`config.mk`:
```
export PLATFORM = sky130hd
export DESIGN_NAME = sprite_motion_ctrl_flat
export DESIGN_NICKNAME = d
export VERILOG_FILES = /design/src/rtl/sprite_motion_ctrl_if.sv /design/src/rtl/sprite_motion_ctrl.sv /design/src/flat_wrapper.sv
export SDC_FILE = /design/constraint.sdc
export NUM_CORES = 1
export LEC_CHECK = 0
export ABC_AREA = 0
export BUFFER_PORTS_ARGS = -buffer_cell sky130_fd_sc_hd__buf_2
export CORE_MARGIN = 3
export CORE_UTILIZATION = 35
export CTS_BUF_LIST = sky130_fd_sc_hd__clkbuf_4
export DETAILED_ROUTE_END_ITERATION = 12
export GPL_TIMING_DRIVEN = 1
export SLEW_MARGIN = 20
export SYNTH_ARGS = -nofsm -noshare
export SYNTH_HDL_FRONTEND = slang
export SYNTH_SLANG_ARGS = --single-unit
```
`constraint.sdc`:
```
create_clock -name clk -period 2.8 [get_ports clk]
set_input_delay 0.14 -clock clk [delete_from_list [all_inputs] [get_ports clk]]
set_output_delay 0.14 -clock clk [all_outputs]
set_load 0.01 [all_outputs]
```
`src/rtl/sprite_motion_ctrl_if.sv`:
```
// Pin bundle for sprite_motion_ctrl: raw asynchronous controls in, registered
// sprite position and status out.
interface sprite_motion_ctrl_if;
  logic        i_v_sync;
  logic        btn3;
  logic        btn2;
  logic        sw;
  logic [15:0] sprite_x_pos;
  logic [15:0] sprite_y_pos;
  logic        o_frame_tick;
  logic        o_moving;
  logic [3:0]  o_at_edge;

  modport master (
    output i_v_sync, btn3, btn2, sw,
    input  sprite_x_pos, sprite_y_pos, o_frame_tick, o_moving, o_at_edge
  );

  modport slave (
    input  i_v_sync, btn3, btn2, sw,
    output sprite_x_pos, sprite_y_pos, o_frame_tick, o_moving, o_at_edge
  );
endinterface

```
`src/rtl/sprite_motion_ctrl.sv`:
```
// Frame-paced sprite mover: debounces button requests over v_sync ticks and
// steps the sprite with hold-time acceleration, clamped to the visible area.
//
// state | meaning
// IDLE  | no request latched, sprite at rest
// ARM   | request latched, counting stable frames in deb_cnt
// MOVE  | request debounced, sprite steps once per frame tick
module sprite_motion_ctrl #(
  parameter int SCREEN_W        = 800,
  parameter int SCREEN_H        = 600,
  parameter int SPRITE_SIZE     = 16,
  parameter int DEBOUNCE_FRAMES = 3,
  parameter int ACCEL1          = 8,
  parameter int ACCEL2          = 32
) (
  input logic clk,
  input logic rst_n,
  sprite_motion_ctrl_if.slave bus
);

  localparam logic [15:0] MAX_X = 16'(SCREEN_W - SPRITE_SIZE);
  localparam logic [15:0] MAX_Y = 16'(SCREEN_H - SPRITE_SIZE);

  localparam int DW = $clog2(DEBOUNCE_FRAMES + 1) + 1;
  localparam int HW = $clog2(ACCEL2 + 1) + 1;
  localparam logic [DW-1:0] DEB_LAST = DW'(DEBOUNCE_FRAMES);
  localparam logic [HW-1:0] HOLD_A1  = HW'(ACCEL1);
  localparam logic [HW-1:0] HOLD_A2  = HW'(ACCEL2);

  localparam logic [1:0] ST_IDLE = 2'd0;
  localparam logic [1:0] ST_ARM  = 2'd1;
  localparam logic [1:0] ST_MOVE = 2'd2;

  logic [1:0]    vs_sync;
  logic [1:0]    b3_sync;
  logic [1:0]    b2_sync;
  logic [1:0]    sw_sync;
  logic          vs_dly;
  logic          frame_tick;

  logic [1:0]    state;
  logic          lat_axis;
  logic          lat_dir;
  logic [DW-1:0] deb_cnt;
  logic [HW-1:0] hold_cnt;
  logic [15:0]   pos_x;
  logic [15:0]   pos_y;

  logic          req_valid;
  logic          req_axis;
  logic          req_dir;
  logic          req_same;
  logic [DW-1:0] deb_next;
  logic [2:0]    step;
  logic [15:0]   next_x;
  logic [15:0]   next_y;

  always_ff @(posedge clk or negedge rst_n) begin
    if (!rst_n) begin
      vs_sync <= 2'b00;
      b3_sync <= 2'b00;
      b2_sync <= 2'b00;
      sw_sync <= 2'b00;
    end else begin
      vs_sync <= {vs_sync[0], bus.i_v_sync};
      b3_sync <= {b3_sync[0], bus.btn3};
      b2_sync <= {b2_sync[0], bus.btn2};
      sw_sync <= {sw_sync[0], bus.sw};
    end
  end

  // Registered edge detect: the tick is a clean one-cycle strobe for the FSM.
  always_ff @(posedge clk or negedge rst_n) begin
    if (!rst_n) begin
      vs_dly     <= 1'b0;
      frame_tick <= 1'b0;
    end else begin
      vs_dly     <= vs_sync[1];
      frame_tick <= vs_sync[1] & ~vs_dly;
    end
  end

  // X request (btn3) has priority over Y request (btn2).
  always_comb begin
    req_valid = b3_sync[1] | b2_sync[1];
    req_axis  = b3_sync[1];
    req_dir   = sw_sync[1];
    req_same  = (req_axis == lat_axis) && (req_dir == lat_dir);
    deb_next  = deb_cnt + DW'(1);
  end

  always_comb begin
    if (hold_cnt < HOLD_A1) begin
      step = 3'd1;
    end else if (hold_cnt < HOLD_A2) begin
      step = 3'd2;
    end else begin
      step = 3'd4;
    end
  end

  function automatic logic [15:0] step_pos(input logic [15:0] pos,
                                           input logic [2:0]  delta,
                                           input logic        dir,
                                           input logic [15:0] lim);
    logic [16:0] sum;
    sum = {1'b0, pos} + {14'd0, delta};
    if (dir) begin
      step_pos = (sum > {1'b0, lim}) ? lim : sum[15:0];
    end else begin
      step_pos = (pos < {13'd0, delta}) ? 16'd0 : pos - {13'd0, delta};
    end
  endfunction

  always_comb begin
    next_x = pos_x;
    next_y = pos_y;
    if (lat_axis) begin
      next_x = step_pos(pos_x, step, lat_dir, MAX_X);
    end else begin
      next_y = step_pos(pos_y, step, lat_dir, MAX_Y);
    end
  end

  always_ff @(posedge clk or negedge rst_n) begin
    if (!rst_n) begin
      state    <= ST_IDLE;
      lat_axis <= 1'b0;
      lat_dir  <= 1'b0;
      deb_cnt  <= '0;
      hold_cnt <= '0;
      pos_x    <= 16'd0;
      pos_y    <= 16'd0;
    end else if (frame_tick) begin
      case (state)
        ST_IDLE: begin
          if (req_valid) begin
            state    <= ST_ARM;
            lat_axis <= req_axis;
            lat_dir  <= req_dir;
            deb_cnt  <= DW'(1);
          end
        end
        ST_ARM: begin
          if (!req_valid) begin
            state   <= ST_IDLE;
            deb_cnt <= '0;
          end else if (!req_same) begin
            lat_axis <= req_axis;
            lat_dir  <= req_dir;
            deb_cnt  <= DW'(1);
          end else if (deb_next >= DEB_LAST) begin
            state    <= ST_MOVE;
            deb_cnt  <= deb_next;
            hold_cnt <= '0;
          end else begin
            deb_cnt <= deb_next;
          end
        end
        ST_MOVE: begin
          if (!req_valid) begin
            state   <= ST_IDLE;
            deb_cnt <= '0;
          end else if (!req_same) begin
            state    <= ST_ARM;
            lat_axis <= req_axis;
            lat_dir  <= req_dir;
            deb_cnt  <= DW'(1);
          end else begin
            pos_x <= next_x;
            pos_y <= next_y;
            if (hold_cnt < HOLD_A2) begin
              hold_cnt <= hold_cnt + HW'(1);
            end
          end
        end
        default: begin
          state   <= ST_IDLE;
          deb_cnt <= '0;
        end
      endcase
    end
  end

  assign bus.sprite_x_pos = pos_x;
  assign bus.sprite_y_pos = pos_y;
  assign bus.o_frame_tick = frame_tick;
  assign bus.o_moving     = (state == ST_MOVE);
  assign bus.o_at_edge    = {pos_x == 16'd0, pos_x == MAX_X,
                             pos_y == 16'd0, pos_y == MAX_Y};

endmodule

```
`src/flat_wrapper.sv`:
```
// flat-port wrapper written by rule: the top's interface ports become plain ports
module sprite_motion_ctrl_flat 
#(
  parameter int SCREEN_W        = 800,
  parameter int SCREEN_H        = 600,
  parameter int SPRITE_SIZE     = 16,
  parameter int DEBOUNCE_FRAMES = 3,
  parameter int ACCEL1          = 8,
  parameter int ACCEL2          = 32
)
  (clk, rst_n, bus_i_v_sync, bus_btn3, bus_btn2, bus_sw, bus_sprite_x_pos, bus_sprite_y_pos, bus_o_frame_tick, bus_o_moving, bus_o_at_edge);
  sprite_motion_ctrl_if bus_i ();
  input logic clk;
  input logic rst_n;
  input wire logic [$bits(bus_i.i_v_sync)-1:0] bus_i_v_sync;
  input wire logic [$bits(bus_i.btn3)-1:0] bus_btn3;
  input wire logic [$bits(bus_i.btn2)-1:0] bus_btn2;
  input wire logic [$bits(bus_i.sw)-1:0] bus_sw;
  output wire logic [$bits(bus_i.sprite_x_pos)-1:0] bus_sprite_x_pos;
  output wire logic [$bits(bus_i.sprite_y_pos)-1:0] bus_sprite_y_pos;
  output wire logic [$bits(bus_i.o_frame_tick)-1:0] bus_o_frame_tick;
  output wire logic [$bits(bus_i.o_moving)-1:0] bus_o_moving;
  output wire logic [$bits(bus_i.o_at_edge)-1:0] bus_o_at_edge;
  assign bus_i.i_v_sync = bus_i_v_sync;
  assign bus_i.btn3 = bus_btn3;
  assign bus_i.btn2 = bus_btn2;
  assign bus_i.sw = bus_sw;
  assign bus_sprite_x_pos = bus_i.sprite_x_pos;
  assign bus_sprite_y_pos = bus_i.sprite_y_pos;
  assign bus_o_frame_tick = bus_i.o_frame_tick;
  assign bus_o_moving = bus_i.o_moving;
  assign bus_o_at_edge = bus_i.o_at_edge;
  sprite_motion_ctrl #(.SCREEN_W(SCREEN_W), .SCREEN_H(SCREEN_H), .SPRITE_SIZE(SPRITE_SIZE), .DEBOUNCE_FRAMES(DEBOUNCE_FRAMES), .ACCEL1(ACCEL1), .ACCEL2(ACCEL2)) u_core (.clk(clk), .rst_n(rst_n), .bus(bus_i));
endmodule
```
Word-level counts from Yosys, hierarchy flattened --
Cells that the tools add are included.
Word-level totals: output and inout bits 38, bits in registers 56, input port bits 6
Operators by class: magnitude comparators 7, bitwise logic cells 4, add/subtract/negate cells 6, equality and inequality tests 18, mux-type cells 36, reduce and logical (&&, ||, !) cells 13
Operators with widths (count):
- $mux 16 | 6
- $mux 7 | 6
- $add 16x3->17 | 2
- $gt 17x10->1 const B | 2
- $eq 16x10->1 const B | 2
- $logic_not 16->1 | 2
- $lt 16x3->1 | 2
- $sub 16x3->16 | 2
- $mux 3 | 7
- $reduce_and 5->1 | 4
- $ne 2x1->1 const B | 8
- $pmux 7 s2 | 1
- $mux 2 | 6
- $ne 3x3->1 const B | 3
- $pmux 3 s3 | 1
- $reduce_and 8->1 | 1
- $add 7x1->7 const B | 1
- $lt 7x4->1 const B | 1
- $lt 7x6->1 const B | 1
- $mux 1 | 6
- $pmux 2 s3 | 1
- $pmux 1 s2 | 2
- $reduce_bool 2->1 | 2
- $add 3x1->3 const B | 1
- 12 further kinds | 14

Longest topological paths before layout --
Gate-level depths: netlist of run 1.
depth in word-level cells 7, gate-level depth with buffers 14, depth with buffers taken out 13

Least setup slack after synthesis of run 1 --
OpenSTA, ideal clock, no wires.
path kind register -> register, start point register u_core.hold_cnt[6], end point register u_core.pos_x[10], in the netlist u_core.bus.sprite_x_pos[10], stages on the path, launching flop included 11, period minus slack after synthesis 3.030 ns, required time 2.717 ns, setup slack -0.230 ns, path buffers 0, data arrival time 2.948 ns, library setup time 0.083 ns, cells stage by stage dfrtp_1 > nor2_1 > inv_1 > nor3_1 > ha_1 > inv_1 > fa_1 > a211o_1 > nor3_2 > or4b_2 > o21ai_0
On the way: word-level cells in the longest chain between the ends 7, elaborated cells on any way between the ends 11, classes of those cells 2 x add/sub; 4 x order compare; 5 x mux
RTL lines:
- start: declaration | RTL line sprite_motion_ctrl.sv:45 | logic [HW-1:0] hold_cnt;
- start signal: assignment | RTL line sprite_motion_ctrl.sv:173 | hold_cnt <= hold_cnt + HW'(1);
- $lt 7x6->1 | RTL line sprite_motion_ctrl.sv:95 | end else if (hold_cnt < HOLD_A2) begin
- $mux 3 | RTL line sprite_motion_ctrl.sv:95
- $mux 3 * | RTL line sprite_motion_ctrl.sv:93 | if (hold_cnt < HOLD_A1) begin
- $add 16x3->17 | RTL line sprite_motion_ctrl.sv:107 | sum = {1'b0, pos} + {14'd0, delta};
- $gt 17x10->1 | RTL line sprite_motion_ctrl.sv:109 | step_pos = (sum > {1'b0, lim}) ? lim : sum[15:0];
- $mux 16 | RTL line sprite_motion_ctrl.sv:109
- $mux 16 * | RTL line sprite_motion_ctrl.sv:108 | if (dir) begin
- end signal: assignment | RTL line sprite_motion_ctrl.sv:170 | pos_x <= next_x;
- end: declaration | RTL line sprite_motion_ctrl.sv:46 | logic [15:0] pos_x;
Mark *: on every way between the ends. The rest lies on a longest branch, timed or not. A chain may end at the register's enable or synchronous reset.

Final worst setup path of run 1 --
start point register u_core.hold_cnt[6], end point register u_core.pos_y[3], in the netlist u_core.bus.sprite_y_pos[3]
On the way: word-level cells in the longest chain between the ends 7, elaborated cells on any way between the ends 11, classes of those cells 2 x add/sub; 4 x order compare; 5 x mux
RTL lines:
- $lt 7x6->1 | RTL line sprite_motion_ctrl.sv:95
- $mux 3 | RTL line sprite_motion_ctrl.sv:95
- $mux 3 * | RTL line sprite_motion_ctrl.sv:93
- $add 16x3->17 | RTL line sprite_motion_ctrl.sv:107
- $gt 17x10->1 | RTL line sprite_motion_ctrl.sv:109
- $mux 16 | RTL line sprite_motion_ctrl.sv:109
- $mux 16 * | RTL line sprite_motion_ctrl.sv:108
- end signal: assignment | RTL line sprite_motion_ctrl.sv:171 | pos_y <= next_y;
- end: declaration | RTL line sprite_motion_ctrl.sv:47 | logic [15:0] pos_y;
Marks and branches as above.

==> reports/metrics.yaml, run 1 <==
vias_per_cell: 5.70
use_met1: 0.263
dieHeight_um: 117
antenna_found_initial: 0
min-delay-path-class: "in -> async"
p_leak_nw: 2.46
hold_viol: 0
placed_cell_area_mm2: 0.00514
syn_nets: 554
synth_edf_count: 0
grt.overflow.total: 0
critPathLaunchType: "flip-flop"
cp_top_family: "compound AO/OA/AOI/OAI gates"
fin_ws_ns: -0.166
hold_slack_ns: 0.237
synthArstFlopShare: 1.00
slew_viol_final: 0
dp_hpwl_mm: 9.05
fmax_mhz: 337
r2r-start: "u_core.hold_cnt[6]"
gp_congestion: 0.891
avgSynthCellArea_um2: 8.16
cts_tree: "yes"
tightest_slew_ns: 0.713
synth_area_mm2: 0.00429
seq_area_frac_synth: 0.327
fin_area_mm2: 0.00582
relSlewSlack: 0.523
powerDensity_mw_per_mm2: 464
first_pass_iters: 5
post-route-period-util: 1.06
io_pins: 44
fp-row-count: 39
cts_buffers: 5
grtUsageMet2: 0.297
crit_slowest_cell: "or4_4"
rsz0062_at_grt: "yes"
multiInputGateArea_mm2: 0.00308
antennaDiodeCount: 0
synth.distinct_cells: 69
finalCriticalPeriod_ns: 2.97
ant_nets: 0
chipWidth_um: 117
track_usage: 0.187
clk_pin_slew_ns: 0.20
crit_path_start: "u_core.hold_cnt[6]"
finClkSkew_ns: 0.0260
required_ns: 3.13
ys_ff_latch: 56
grt_pass1_wl_mm: 20.6
vias: 4459
nNetsFinal: 667
cts-root-buf: "clkbuf_4"
area_growth_pct: 35.9
drc: 0
cts_buffer_depth: 2
clock_latency_ns: 0.41
cp_num_buf_inv: 3
ir_worst_vdd_v: 0.000304
coreArea_mm2: 0.0117
cts_htree_levels: 2
seq_area_mm2: 0.00140
synth_ff_type: "dfrtp_1"
critical_path_class: "reg -> reg"
cp_cell_sequence: "nor2_2 > inv_2 > nor3_4 > buf_6 > ha_4 > fa_2 > or4_4 > a2111oi_4 > a221oi_2 > o21ai_2 > buf_4 > a41oi_2 > o22a_1"
crit_arrival_ns: 3.29
nFillCells: 1083
drtIter0Drc: 236
violations: "negative setup slack"
slowest_delay_ns: 0.50
critPathCaptureType: "flip-flop"
status: "finished, violations left"
grt_pass1_vias: 4277
grt_max_degree: 35
initial_core_util: 0.366
synth_top_area_frac: 0.327
grt_use_met3: 0.0326
routed_wl_mm: 12.5
portBuffers: 43
drt-wirelength-per-cell_um: 16.0
crit_fanout: 3
fin_setup_tns_ns: -1.12
synth_area_leaders: "dfrtp_1 (33%), o21ai_0 (5.7%), ha_1 (5.5%)"
synth_cells: 525
drive_gt1_frac: 0.371
synth_warnings: 0
cap_violations: 0
dieArea_mm2: 0.0136
finalSetupViolCount: 14
synth_area_leader_cell: "dfrtp_1"
cts_num_sinks: 56
grt-busiest-layer: "met2"
dp_worst_setup_slack_ns: -0.206
[cells in the mapped netlist (8+ instances only)]
cell,instances
inv_1,26
o21ai_0,49
nor4_1,8
ha_1,19
and2_1,10
dfrtp_1,56
nand2_1,45
nor2b_1,10
buf_2,8
a31oi_1,14
nor3_1,16
clkbuf_1,19
nand4_1,14
o31ai_1,8
nand3_1,18
nor2_1,48
a21oi_1,27
[state kept, by name, indices dropped and copies added (netlist names), 2 cells and up]
register,count
u_core.sw_sync,2
u_core.hold_cnt,7
u_core.b2_sync,2
u_core.bus.sprite_x_pos,16
u_core.vs_sync,2
u_core.deb_cnt,3
u_core.state,2
u_core.b3_sync,2
u_core.bus.sprite_y_pos,16
[per-layer routing]
metal,routed length (um),share of wire
met1,5570,0.44
met2,5950,0.48
met3,865,0.069
met4,134,0.011
met5,0,0
[what timing repair did]
action / 4_1_cts / 5_1_grt
gates cloned: 0 / 0
hold buffers: 5 / 0
gates resized for setup: 29 / 92
setup buffers: 11 / 4
hold endpoints to repair: 26 / 0
pin swaps: 14 / 29
endpoints found under the setup margin: 24 / 32
[worst register-to-register path: cells and delay by family, from the launching register on]
family | cells | cell delay [ns]
AO/OA/AOI/OAI | 5 | 0.98
adder cells (fa/ha/maj) | 2 | 0.54
buffers and inverters | 3 | 0.35
flip-flops | 1 | 0.41
AND/OR/NAND/NOR | 3 | 0.60
[layout by cell type (no fill, tap or decap), types with 5 or more instances in the layout]
cell	netlist	layout
buf_6	2	10
a21oi_2	2	5
buf_2	8	43
clkbuf_4	0	5
and2_1	10	9
nand2_1	45	43
nand2b_1	6	5
nand4_1	14	14
and3_1	6	6
inv_1	26	22
buf_4	3	80
o31ai_1	8	5
o21ai_0	49	25
ha_1	19	11
inv_2	1	5
xnor2_1	6	6
dfrtp_1	56	56
o21ai_2	1	6
dlygate4sd3_1	0	5
nor4_1	8	7
o21a_1	5	5
o21ai_1	3	21
nand3_1	18	18
nor2_1	48	42
a31oi_1	14	14
a21oi_1	27	21
nor3_1	16	14
[final cells by class]
class	count	area share
sequential	56	0.241
tap	143	0.0307
inverter	27	0.0174
timing repair buffer	139	0.171
multi-input combinational	409	0.528
clock inverter	3	0.00494
clock buffer	5	0.00645
[metrics by stage]
stage / std cells / utilization / power [W]
4_1_cts: 779 / 0.469 / 0.00257
6_report: 782 / 0.497 / 0.00270
2_1_floorplan: 525 / - / 0.00168
5_1_grt: 782 / 0.497 / 0.00291
3_3_place_gp: 755 / 0.439 / 0.00205
3_5_place_dp: 755 / 0.439 / 0.00207
[worst paths after layout]
check / slack [ns] / to / cells after the start
worst max-delay path: -0.17 / u_core.bus.sprite_y_pos[3] / 13
worst min-delay path: 0.24 / u_core.bus.sprite_y_pos[7] / 2
worst max register to register: -0.17 / u_core.bus.sprite_y_pos[3] / 13
worst min register to register: 0.37 / u_core.vs_sync[1] / 0
max in group asynchronous: 1.68 / u_core.hold_cnt[4] / 3
min in group clk: 0.37 / u_core.sw_sync[0] / 2
[kinds of logic (layout without fill, tap and decap cells)]
logic type	count (synthesis)	count (layout)	share of synthesized area
adders and majority gates	23	23	0.0742
xor gates and xnor gates	7	7	0.0143
AOI/OAI and AO/OA	168	168	0.262
and+or+nand+nor	207	207	0.251
DFF	56	56	0.327
buffers and inverters	60	174	0.0610
muxes	4	4	0.0105
[report_power, final]
part,switching [W],internal (W),leakage (nW)
logic,0.000729,0.000585,1.71
registers,0.000101,0.000882,0.709
clock network,0.000295,0.000112,0.0381
No activity file was read; power rests on OpenSTA's default activity.
==> run 2: changes to the inputs <==
--- a/config.mk
+++ b/config.mk
@@ -6,7 +6,7 @@
 export NUM_CORES = 1
 export LEC_CHECK = 0
 export ABC_AREA = 0
-export BUFFER_PORTS_ARGS = -buffer_cell sky130_fd_sc_hd__buf_2
+export BUFFER_PORTS_ARGS = -buffer_cell sky130_fd_sc_hd__clkbuf_2
 export CORE_MARGIN = 3
 export CORE_UTILIZATION = 35
 export CTS_BUF_LIST = sky130_fd_sc_hd__clkbuf_4
==> run 2 against run 1 <==
Effect of this change: the flow still finishes with violations (negative setup slack); clock power is 2% higher; final cell count is 0.13% higher; clock skew is 0.0051 ns lower; critical path depth is 1 lower; critical path type unchanged; highest routed layer unchanged.
==> reports/metrics.yaml, run 2 (synthesis gave the netlist of run 1 again) <==
chipWidth_um: 117  # unchanged
initial_core_util: 0.366  # unchanged
r2r-start: "u_core.hold_cnt[6]"  # unchanged
finalCriticalPeriod_ns: 3.00  # was 2.97 ns
cts_buffers: 5  # unchanged
final_cells: 783  # was 782
slew_viol_final: 0  # unchanged
ant_nets: 0  # unchanged
grt_max_degree: 40  # was 35
dp_hpwl_mm: 8.69  # was 9.05 mm
drive_gt1_frac: 0.356  # was 0.371
cts_buffer_depth: 2  # unchanged
status: "finished, violations left"  # unchanged
drtIter0Drc: 300  # was 236
routed_wl_mm: 12.1  # was 12.5 mm
area_growth_pct: 32.8  # was 35.9%
hold_slack_ns: 0.184  # was 0.237 ns
rsz0062_at_grt: "yes"  # unchanged
drt-wirelength-per-cell_um: 15.4  # was 16.0 um
cap_violations: 0  # unchanged
fin_ws_ns: -0.203  # was -0.166 ns
grt.overflow.total: 0  # unchanged
drc: 0  # unchanged
first_pass_iters: 6  # was 5
grt_pass1_wl_mm: 19.1  # was 20.6 mm
cts_htree_levels: 2  # unchanged
dieHeight_um: 117  # unchanged
fp-row-count: 39  # unchanged
antennaDiodeCount: 0  # unchanged
p_leak_nw: 2.45  # was 2.46 nW
hold_viol: 0  # unchanged
nNetsFinal: 668  # was 667
ff2ff_path_depth: 12  # was 13
powerDensity_mw_per_mm2: 463  # was 464 mW/mm^2
tightest_slew_ns: 0.736  # was 0.713 ns
rrSetupSlack_ns: -0.20  # was -0.17 ns
layout_common_cells: "buf_4 (80), dfrtp_1 (55), nor2_1 (43), clkbuf_2 (43), nand2_1 (41)"  # was buf_4 (80), dfrtp_1 (56), nand2_1 (43), buf_2 (43), nor2_1 (42)
vias: 4411  # was 4,459
power_w: 0.00263  # was 0.00270 W
dieArea_mm2: 0.0136  # unchanged
fmax_mhz: 333  # was 337 MHz
critical_path_class: "reg -> reg"  # unchanged
finClkSkew_ns: 0.0209  # was 0.0260 ns
cts_num_sinks: 56  # unchanged
dp_worst_setup_slack_ns: -0.152  # was -0.206 ns
relSlewSlack: 0.507  # was 0.523
clock_latency_ns: 0.41  # about the same
fin_area_mm2: 0.00569  # was 0.00582 mm^2
r2r-end: "u_core.bus.sprite_y_pos[2]"  # was u_core.bus.sprite_y_pos[3]
cts_tree: "yes"  # unchanged
violations: "negative setup slack"  # unchanged
vias_per_cell: 5.63  # was 5.70
clk_pin_slew_ns: 0.20  # about the same
coreArea_mm2: 0.0117  # unchanged
portBuffers: 43  # unchanged
layout_commonest_cell: "buf_4"  # unchanged
gp_congestion: 0.927  # was 0.891
placed_cell_area_mm2: 0.00511  # was 0.00514 mm^2
crit_arrival_ns: 3.35  # was 3.29 ns
track_usage: 0.172  # was 0.187
finalSetupViolCount: 18  # was 14
critPathCaptureType: "flip-flop"  # unchanged
dp_cells: 752  # was 755
nFillCells: 1124  # was 1,083
crit_fanout: 4  # was 3
min-delay-path-class: "in -> async"  # unchanged
critPathLaunchType: "flip-flop"  # unchanged
io_pins: 44  # unchanged
grt_pass1_vias: 3999  # was 4,277
ir_worst_vdd_v: 0.000280  # was 0.000304 V
cts-root-buf: "clkbuf_4"  # unchanged
antenna_found_initial: 0  # unchanged
required_ns: 3.14  # was 3.13 ns
post-route-period-util: 1.07  # was 1.06
## run 2: cell count changes in the layout (fill, tap and decap cells not counted), moves of 4 or more
cell	delta
nor2b_1	+4
o21ai_0	+9
clkbuf_2	+43
o21ai_1	-11
buf_2	-43
## run 2: metrics by stage
stage | TNS, ns | utilization
6_report | -1.80 | 0.486
5_1_grt | -5.63 | 0.486
4_1_cts | -1.16 | 0.456
3_5_place_dp | -1.17 | 0.437
3_3_place_gp | -0.340 | 0.437
2_1_floorplan | -0.0138 | -
## run 2: report_power, final
part | switching [W] | internal, W | leakage, nW
registers | 0.000103 | 0.000882 | 0.707
logic | 0.000695 | 0.000536 | 1.71
clock network | 0.000304 | 0.000112 | 0.0381
total | 0.00110 | 0.00153 | 2.45
## run 2: final cells by class
| class | count | area (um^2) | area share |
|---|---|---|---|
| clock buffers | 5 | 37.5 | 0.00660 |
| clock inverters | 3 | 28.8 | 0.00506 |
| inverters | 27 | 101 | 0.0178 |
| multi-input cells | 409 | 2940 | 0.517 |
| flip-flops and latches | 56 | 1400 | 0.247 |
| well taps | 143 | 179 | 0.0314 |
| repair buffers | 140 | 1000 | 0.176 |
## run 2: repair_timing
item / 4_1_cts / 5_1_grt
gates resized for setup: 16 / 76
hold buffers: 5 / 0
endpoints found under the hold margin: 21 / 0
cloned: 0 / 0
pin swaps: 5 / 23
setup buffers: 4 / 15
endpoints found under the setup margin: 24 / 32
## run 2: worst max path at each step
stage,cells past startpoint,endpoint,from
global route,14,u_core.bus.sprite_y_pos[3],u_core.hold_cnt[6]
detailed placement,13,u_core.bus.sprite_x_pos[3],u_core.hold_cnt[6]
global placement,13,u_core.bus.sprite_y_pos[2],u_core.hold_cnt[6]
floorplan,13,u_core.bus.sprite_y_pos[4],u_core.hold_cnt[6]
finish,12,u_core.bus.sprite_y_pos[2],u_core.hold_cnt[6]
CTS,12,u_core.bus.sprite_y_pos[2],u_core.hold_cnt[6]
## run 2: critical path, cell delays in order (launching register included)
cell and delay, ns:
dfrtp_1 0.40, nor2_2 0.06, inv_2 0.11, nor3_4 0.06, ha_2 0.22, fa_2 0.37
or4_4 0.51, a2111oi_4 0.40, a221oi_2 0.07, o21ai_2 0.22, buf_6 0.15, a41oi_2 0.12
o31ai_2 0.24
## run 2: routing by layer
metal	GRT usage	vias to the layer above	routed length [um]
li1	-	2166	-
met1	0.249	2105	5620
met2	0.269	125	5620
met3	0.0254	15	658
met4	0.0482	0	189
met5	0	-	0
==> run 3: changes to the inputs <==
--- a/config.mk
+++ b/config.mk
@@ -12,6 +12,7 @@
 export CTS_BUF_LIST = sky130_fd_sc_hd__clkbuf_4
 export DETAILED_ROUTE_END_ITERATION = 12
 export GPL_TIMING_DRIVEN = 1
+export SKIP_CTS_REPAIR_TIMING = 1
 export SLEW_MARGIN = 20
 export SYNTH_ARGS = -nofsm -noshare
 export SYNTH_HDL_FRONTEND = slang
==> constraint.sdc (replaced) <==
create_clock -name clk -period 2.57 [get_ports clk]
set_input_delay 0.1285 -clock clk [delete_from_list [all_inputs] [get_ports clk]]
set_output_delay 0.1285 -clock clk [all_outputs]
set_load 0.01 [all_outputs]
==> run 3 against run 2 <==
Effect of this change: clock power increased by 11%; power increased by 12%; the run still ends with negative setup slack left; cell area is 0.77% higher; critical endpoint is now u_core.bus.sprite_x_pos[1]; largest cell class unchanged.
==> reports/metrics.yaml, run 3 (synthesis gave the netlist of run 1 again) <==
finClkSkew_ns: 0.0202  # was 0.0209 ns
gp_congestion: 0.890  # was 0.927
coreArea_mm2: 0.0117  # unchanged
post-route-period-util: 1.15  # was 1.07
placed_cell_area_mm2: 0.00531  # was 0.00511 mm^2
finalCriticalPeriod_ns: 2.95  # was 3.00 ns
status: "finished, violations left"  # unchanged
cts_num_sinks: 56  # unchanged
clock_latency_ns: 0.42  # was 0.41 ns
layout_commonest_cell: "buf_4"  # unchanged
drt-wirelength-per-cell_um: 15.6  # was 15.4 um
r2r-end: "u_core.bus.sprite_x_pos[1]"  # was u_core.bus.sprite_y_pos[2]
p_comb_frac: 0.482  # was 0.468
ir_worst_vdd_v: 0.000352  # was 0.000280 V
critical_path_class: "reg -> reg"  # unchanged
cts_buffer_depth: 2  # unchanged
crit_slowest_cell: "fa_2"  # was or4_4
ant_nets: 0  # unchanged
portBuffers: 43  # unchanged
clk_pin_slew_ns: 0.20  # about the same
area_growth_pct: 33.8  # was 32.8%
chipWidth_um: 117  # unchanged
crit_fanout: 5  # was 4
min-delay-path-class: "in -> async"  # unchanged
cts_tree: "yes"  # unchanged
fin_ws_ns: -0.381  # was -0.203 ns
critPathLaunchType: "flip-flop"  # unchanged
initial_core_util: 0.366  # unchanged
p_leak_nw: 2.51  # was 2.45 nW
rrSetupSlack_ns: -0.38  # was -0.20 ns
power.switching_w: 0.00121  # was 0.00110 W
relSlewSlack: 0.389  # was 0.507
layout_common_cells: "buf_4 (102), dfrtp_1 (56), nor2_1 (45), nand2_1 (44), clkbuf_2 (43)"  # was buf_4 (80), dfrtp_1 (55), nor2_1 (43), clkbuf_2 (43), nand2_1 (41)
grt_pass1_vias: 4118  # was 3,999
required_ns: 2.89  # was 3.14 ns
violations: "negative setup slack"  # unchanged
grt.overflow.total: 0  # unchanged
dp_cells: 771  # was 752
first_pass_iters: 6  # unchanged
dieArea_mm2: 0.0136  # unchanged
io_pins: 44  # unchanged
p_int_w: 0.00173  # was 0.00153 W
powerDensity_mw_per_mm2: 513  # was 463 mW/mm^2
grt_max_degree: 33  # was 40
dp_worst_setup_slack_ns: -0.331  # was -0.152 ns
fp-row-count: 39  # unchanged
rsz0062_at_grt: "yes"  # unchanged
vias: 4455  # was 4,411
final_cells: 797  # was 783
drive_gt1_frac: 0.344  # was 0.356
nNetsFinal: 682  # was 668
p_seq_frac: 0.361  # was 0.374
track_usage: 0.185  # was 0.172
finalSetupViolCount: 31  # was 18
cap_violations: 0  # unchanged
fmax_mhz: 339  # was 333 MHz
swShare: 0.411  # was 0.419
slowest_delay_ns: 0.62  # was 0.51 ns
dp_hpwl_mm: 9.30  # was 8.69 mm
drtIter0Drc: 272  # was 300
hold_viol: 0  # unchanged
antenna_found_initial: 0  # unchanged
cts-root-buf: "clkbuf_4"  # unchanged
cts_htree_levels: 2  # unchanged
r2r-start: "u_core.hold_cnt[6]"  # unchanged
cp_cell_sequence: "nor2_2 > inv_2 > nor3_4 > buf_4 > ha_4 > fa_2 > nor2b_4 > and2_1 > a32o_1 > o32ai_4 > a21oi_4 > buf_6 > a221oi_2 > nor2_1"  # was nor2_2 > inv_2 > nor3_4 > ha_2 > fa_2 > or4_4 > a2111oi_4 > a221oi_2 > o21ai_2 > buf_6 > a41oi_2 > o31ai_2
utilization: 0.490  # was 0.486
tightest_slew_ns: 0.916  # was 0.736 ns
power_w: 0.00294  # was 0.00263 W
grt_pass1_wl_mm: 20.4  # was 19.1 mm
slew_viol_final: 0  # unchanged
nFillCells: 1120  # was 1,124
crit_arrival_ns: 3.27  # was 3.35 ns
drc: 0  # unchanged
ff2ff_path_depth: 14  # was 12
clkPwrFrac: 0.157  # was 0.158
cts_buffers: 5  # unchanged
fin_area_mm2: 0.00573  # was 0.00569 mm^2
vias_per_cell: 5.59  # was 5.63
antennaDiodeCount: 0  # unchanged
critPathCaptureType: "flip-flop"  # unchanged
dieHeight_um: 117  # unchanged
routed_wl_mm: 12.4  # was 12.1 mm
[run 3: cell type report]
cell class | count | area, um^2 | share of cell area
multi-input cells | 409 | 2910 | 0.507
flip-flops and latches | 56 | 1400 | 0.244
repair buffers | 154 | 1080 | 0.188
well taps | 143 | 179 | 0.0312
inverters | 27 | 101 | 0.0177
clock buffers | 5 | 37.5 | 0.00655
clock inverters | 3 | 28.8 | 0.00502
[run 3: per-layer routing]
metal | part of all wire | vias to the layer above | global-route usage | routed length (um)
met3 | 0.051 | 13 | 0.0269 | 634
met1 | 0.47 | 2149 | 0.272 | 5890
met5 | 0 | - | 0 | 0
met2 | 0.46 | 109 | 0.287 | 5770
li1 | - | 2184 | - | -
met4 | 0.013 | 0 | 0.0466 | 157
[run 3: power by group through the flow]
stage,Clock [W],Sequential (W),Combinational [W]
after floorplan,0,0.00106,0.000809
after global placement,0,0.00107,0.00127
after detailed placement,0,0.00107,0.00129
after CTS,0.000492,0.00106,0.00129
after global routing,0.000513,0.00108,0.00156
final,0.000461,0.00106,0.00142
[run 3: stage by stage]
step	hold slack, ns	TNS, ns
floorplan	-0.167	-2.85
global placement	0.237	-4.91
detailed placement	0.238	-6.99
CTS	-0.224	-8.69
global route	0.314	-11.66
finish	0.351	-7.60
[run 3: critical path, delay by kind of cell (launching register included)]
family | cells | cell delay (ns)
AND/OR/NAND/NOR | 5 | 0.39
flip-flops | 1 | 0.41
buffers and inverters | 3 | 0.38
adder cells (fa/ha/maj) | 2 | 0.78
AO/OA/AOI/OAI | 4 | 0.89
[run 3: worst max path at each step]
stage                       startpoint                          to  slack (ns)  cells after the start
floorplan           u_core.hold_cnt[6]  u_core.bus.sprite_y_pos[4]       -0.21                     13
global placement    u_core.hold_cnt[6]  u_core.bus.sprite_y_pos[2]       -0.25                     13
detailed placement  u_core.hold_cnt[6]  u_core.bus.sprite_x_pos[8]       -0.33                     13
CTS                 u_core.hold_cnt[6]  u_core.bus.sprite_x_pos[8]       -0.40                     13
global route        u_core.hold_cnt[6]  u_core.bus.sprite_y_pos[2]       -0.58                     13
finish              u_core.hold_cnt[6]  u_core.bus.sprite_x_pos[1]       -0.38                     14
